### config.mk
export PLATFORM = sky130hd
export DESIGN_NAME = mem_sram_ctrl
export DESIGN_NICKNAME = d
export VERILOG_FILES = /design/src/rtl/mem_sram_ctrl_pkg.sv /design/src/rtl/mem_sram_ctrl.sv
export SDC_FILE = /design/constraint.sdc
export NUM_CORES = 1
export LEC_CHECK = 0
export ABC_AREA = 0
export CORE_ASPECT_RATIO = 1.1
export CORE_UTILIZATION = 44
export DETAILED_ROUTE_END_ITERATION = 8
export GPL_ROUTABILITY_DRIVEN = 1
export HOLD_SLACK_MARGIN = 0.15
export PLACE_DENSITY_LB_ADDON = 0.2
export SYNTH_ARGS = -nofsm -noshare
export SYNTH_HDL_FRONTEND = slang
export SYNTH_SLANG_ARGS = --single-unit
### constraint.sdc
create_clock -name clk -period 1.9 [get_ports clk]
set_input_delay 0.19 -clock clk [delete_from_list [all_inputs] [get_ports clk]]
set_output_delay 0.19 -clock clk [all_outputs]
set_load 0.02 [all_outputs]
### src/rtl/mem_sram_ctrl_pkg.sv
// Shared constants for the memory-stage SRAM controller: FSM encoding and bus sizes.
package mem_sram_ctrl_pkg;

  localparam logic [1:0] ST_IDLE = 2'd0;
  localparam logic [1:0] ST_LO   = 2'd1;
  localparam logic [1:0] ST_HI   = 2'd2;
  localparam logic [1:0] ST_DONE = 2'd3;

  localparam int unsigned ADDR_BASE_DEF = 1024;
  localparam int unsigned SRAM_DW       = 16;

endpackage

### src/rtl/mem_sram_ctrl.sv
// Memory-stage controller: each 32-bit load/store becomes two 16-bit async SRAM accesses.
// Latency: 2*WAIT_CYCLES cycles after the request is accepted, plus one DONE cycle with ready high.
// Backpressure: ready drops combinationally on a request in IDLE and stays low until DONE.
module mem_sram_ctrl
  import mem_sram_ctrl_pkg::*;
#(
  parameter int unsigned ADDR_BASE   = ADDR_BASE_DEF,
  parameter int unsigned SRAM_AW     = 18,
  parameter int unsigned WAIT_CYCLES = 2
) (
  input  logic               clk,
  input  logic               rst,
  input  logic               MEM_R_EN,
  input  logic               MEM_W_EN,
  input  logic [31:0]        address,
  input  logic [31:0]        wdata,
  output logic [31:0]        rdata,
  output logic               ready,
  output logic [SRAM_AW-1:0] sram_addr,
  output logic [SRAM_DW-1:0] sram_dq_out,
  input  logic [SRAM_DW-1:0] sram_dq_in,
  output logic               sram_dq_oe,
  output logic               sram_we_n
);

  localparam logic [3:0] CNT_LOAD = 4'(WAIT_CYCLES - 1);

  logic [1:0]         state;
  logic [3:0]         cnt;
  logic               is_wr;
  logic [SRAM_AW-2:0] word_q;
  logic [31:0]        wdata_q;
  logic [31:0]        offset;
  logic               req;
  logic               in_phase;
  logic               unused_offset_bits;

  assign req    = MEM_R_EN | MEM_W_EN;
  assign offset = address - 32'(ADDR_BASE);
  // Byte lane bits and anything above the SRAM word range are dropped: no range check.
  assign unused_offset_bits = ^{offset[31:SRAM_AW+1], offset[1:0]};

  always_ff @(posedge clk or negedge rst) begin
    if (!rst) begin
      state   <= ST_IDLE;
      cnt     <= 4'd0;
      rdata   <= 32'd0;
      is_wr   <= 1'b0;
      word_q  <= '0;
      wdata_q <= 32'd0;
    end else begin
      case (state)
        ST_IDLE: begin
          if (req) begin
            is_wr   <= MEM_W_EN;
            word_q  <= offset[SRAM_AW:2];
            wdata_q <= wdata;
            cnt     <= CNT_LOAD;
            state   <= ST_LO;
          end
        end
        ST_LO: begin
          if (cnt == 4'd0) begin
            if (!is_wr) rdata[15:0] <= sram_dq_in;
            cnt   <= CNT_LOAD;
            state <= ST_HI;
          end else begin
            cnt <= cnt - 4'd1;
          end
        end
        ST_HI: begin
          if (cnt == 4'd0) begin
            if (!is_wr) rdata[31:16] <= sram_dq_in;
            state <= ST_DONE;
          end else begin
            cnt <= cnt - 4'd1;
          end
        end
        // The pipeline advances on this edge, so the stale request is not re-accepted.
        default: state <= ST_IDLE;
      endcase
    end
  end

  assign in_phase = (state == ST_LO) || (state == ST_HI);

  always_comb begin
    sram_addr   = '0;
    sram_dq_out = '0;
    if (in_phase) sram_addr = {word_q, state == ST_HI};
    if (state == ST_LO) sram_dq_out = wdata_q[15:0];
    if (state == ST_HI) sram_dq_out = wdata_q[31:16];
  end

  // Strobe and bus drive come from the same term so they can never disagree.
  assign sram_dq_oe = in_phase & is_wr;
  assign sram_we_n  = ~sram_dq_oe;
  assign ready      = ((state == ST_IDLE) && !req) || (state == ST_DONE);

endmodule

==> results by group <==
Flow run
  • Max-cap violations: 0

Worst setup path
  • Crit path launch type: flip-flop
  • Crit-path max FO: 8
  • Crit path kind: reg -> out
  • CP peak stage delay: 0.47 ns
  • Worst EP arrival: 1.68 ns
  • Crit. Startpoint: state[1]$_DFFE_PN0P_
  • CP bufs+invs: 3
  • CP Data Required Time: 1.71 ns
  • Reg2reg setup slack: 0.09 ns
  • Crit end category: output port
  • FF-to-FF Start: state[1]$_DFFE_PN0P_
  • CP cell instances: inv_4, ha_4, nor2b_4, clkbuf_16, a22o_1, buf_6
  • CP top delay family: flip-flops
  • Slowest cell on the critical path: dfrtp_2

Pwr
  • Leakage dissipation: 0.002535 uW
  • Maximum vdd drop: 1014 uV
  • Pwr Density: 1869 nW/um^2

Global routing
  • Total GRT Usage: 18.85%
  • Remaining Overflow, GRT: 0
  • First-pass GRT wire length: 13,530 um
  • Largest net degree at the start of global routing: 42
  • Vias in the first global route: 2,909
  • Initial antenna violation count: 0

Timing
  • Final min period: 1.867 ns
  • Hold Fails Final Rpt: 0
  • Period utilization: 98.28%
  • Finish-stage setup viols: 0
  • FMAX: 535.5 MHz
  • WHS: 0.3508 ns
  • Clock Skew: 0.01230 ns
  • Max Transition Viols Final: 0
  • RSZ-0062 raised after global routing: yes
  • Relative slew slack: 64.92%
  • Worst-Margin Slew: 0.5263 ns

Clock network
  • CTS Buffer Depth: 2
  • Sink Count: 88
  • H-Tree Depth: 3
  • Num CTS Buffers: 9
  • Clk slew on worst S/H paths: 0.09 ns
  • Clk_lat worst skew: 0.35 ns
  • CTS tree: done
  • Root buf cell: clkbuf_8

Routing
  • Routed WL: 8398 um
  • Vias/cell: 4.960
  • Via count: 2,827
  • Detailed Routing Iterations Pass 1: 4
  • Routed Antenna Nets: 0
  • DRC Markers: 0
  • DRT iter0 DRCs: 48
  • Wire per inst: 14.73 um

Floorplanning
  • Die Area: 9175 um^2
  • Ports: 153
  • Die Ht: 100.4 um
  • Total core area: 8452 um^2
  • Starting density of the core: 45.79%
  • Rows: 35
  • Die X: 91.42 um

Synthesis
  • #FFs+latches synth: 88
  • Fraction of the mapped netlist area in adder cells: 2.263%
  • Complex-gate fraction of the synthesized area: 6.725%
  • Register area share after synthesis: 56.90%
  • Post-Syn Instances: 294
  • Largest family of logic cells by synthesized area: multiplexers
  • Netlist cell types: 33
  • Post-synthesis simple-gate area fraction: 8.535%
  • Post-Syn Nets: 385
  • Synth warn: 0
  • Mapped Area: 3870 um^2
  • Avg Synthesized Cell Area: 13.16 um^2
  • Mux cell area share after synthesis: 21.24%
  • Synth Area in XOR/XNOR: 1.584%
  • Area share of the largest cell type after synthesis: 56.90%
  • Ranking of synthesized cells by area: dfrtp_1, mux2_2, a22o_1
  • Leading area contributor after synthesis: dfrtp_1

Place
  • Post-place instance area: 5508 um^2
  • IO Port Bufs: 137
  • Placed Cells: 549
  • Placer Congestion: 0.7791
  • Hpwl dp: 6052 um

Cells and area
  • Fill cells: 638
  • P&R area growth vs syn: 50.63%
  • Share of cells above drive strength 1: 36.17%
  • Final net count: 545
  • N_diodes: 0
  • Final std cells w/o fill: 570
  • Final instance area: 5829 um^2

Status
  • Status: finished, final reports clean

Hold path
  • Worst Hold Class: in -> async
[synth_stat cells]
cell type and n:
nor2b_1 1, mux2_2 73, o22ai_1 1, nand2_1 19, a2111oi_0 1, o22a_1 1
nor3_1 2, a211o_1 1, o21ai_0 11, nor4_1 1, nand3_1 2, nor4b_4 1
and2_1 17, nor3b_1 3, ha_1 7, nand4_1 2, a21oi_1 2, inv_1 8
a2111o_1 1, xor2_1 4, buf_6 1, a31oi_1 1, clkbuf_8 1, xnor2_1 3
nor2_1 8, nand2b_1 1, o21ai_1 1, nand2_2 2, clkbuf_1 7, a22o_1 16
or3_1 2, dfrtp_1 88, buf_2 5
[state kept, by name (all words and copies together) (netlist names)]
| name | count |
|---|---|
| rdata | 32 |
| wdata_q | 32 |
| word_q | 17 |
| cnt | 4 |
| state | 2 |
| is_wr | 1 |
[report_power, final]
part           internal [uW]  switching, uW  leakage (uW)  total, uW
clock network            824            657      0.000118       1480
registers               2840            511       0.00104       3350
logic                   3220           2850       0.00138       6070
[repair_timing]
item,CTS,global route
hold endpoints to repair,39,0
hold buffers,1,0
cloned,0,1
resized for setup,134,46
buffers inserted,1,2
pin swaps,0,2
endpoints found under the setup margin,37,52
[kinds of logic (layout without fill, tap and decap cells)]
family | after synthesis | in the layout
AO/OA/AOI/OAI | 36 | 36
XOR/XNOR | 7 | 7
adder cells (fa/ha/maj) | 7 | 7
buffers and inverters | 22 | 187
flip-flops | 88 | 88
multiplexers | 73 | 73
AND/OR/NAND/NOR | 61 | 61
[layer usage]
metal	track usage, %	vias up	part of all wire, %
met4	7.448	0	1.4
met2	32.22	97	49
met5	0	-	0
met3	4.848	10	6.2
li1	-	1354	-
met1	22.86	1366	43
[cell type report]
class	count	area [um^2]	share of cell area, %
inverters	8	35.03	0.6010
flip-flops and latches	88	2205	37.82
multi-input cells	184	1632	27.99
clock buffers	11	151.4	2.597
repair buffers	163	1580	27.11
clock inverters	5	87.58	1.502
well taps	111	138.9	2.382
[layout by cell type (no fill, tap or decap), types with 2 or more instances in the layout]
cell type        instances
a21oi_1                  2
a22o_1                  16
and2_1                  17
buf_12                   3
buf_2                   10
buf_4                   28
buf_6                    9
bufinv_16                2
clkbuf_8                11
clkdlybuf4s15_2         10
clkdlybuf4s50_1         99
dfrtp_1                 86
dfrtp_2                  2
ha_1                     4
ha_4                     3
inv_1                    6
inv_4                    2
mux2_2                  73
nand2_1                 19
nand2_2                  2
nand3_1                  2
nand4_1                  2
nor2_1                   7
nor3_1                   2
nor3b_1                  2
o21ai_0                 11
or3_1                    2
xnor2_1                  3
xor2_1                   4
[worst register-to-register path, cell delays in order, from the launching register on]
cell and delay [ns]:
dfrtp_2 0.44, inv_4 0.07, ha_4 0.28, buf_4 0.13, buf_4 0.13, o21ai_0 0.13
a2111oi_0 0.43, a211o_1 0.16
[path summary, 6_finish.rpt]
| path | endpoint | cells past startpoint |
|---|---|---|
| max | sram_dq_out[9] | 6 |
| min | rdata[21]$_DFFE_PN0P_ | 2 |
| max reg2reg | cnt[2]$_DFFE_PN0P_ | 7 |
| min reg2reg | word_q[10]$_DFFE_PN0P_ | 2 |
| max in group asynchronous | wdata_q[25]$_DFFE_PN0P_ | 3 |
| min in group clk | wdata_q[12]$_DFFE_PN0P_ | 2 |
[stage by stage]
step	util [%]	setup WS, ns	TNS (ns)	power, uW
2_1_floorplan	-	0.07746	0	6676
3_3_place_gp	65.17	-0.08130	-1.096	9261
3_5_place_dp	65.17	-0.1177	-1.751	9441
4_1_cts	67.85	-0.04928	-0.3147	10730
5_1_grt	68.97	-0.04311	-0.3127	11590
6_report	68.97	0.03272	0	10900
Power figures use the tool's default switching activity.
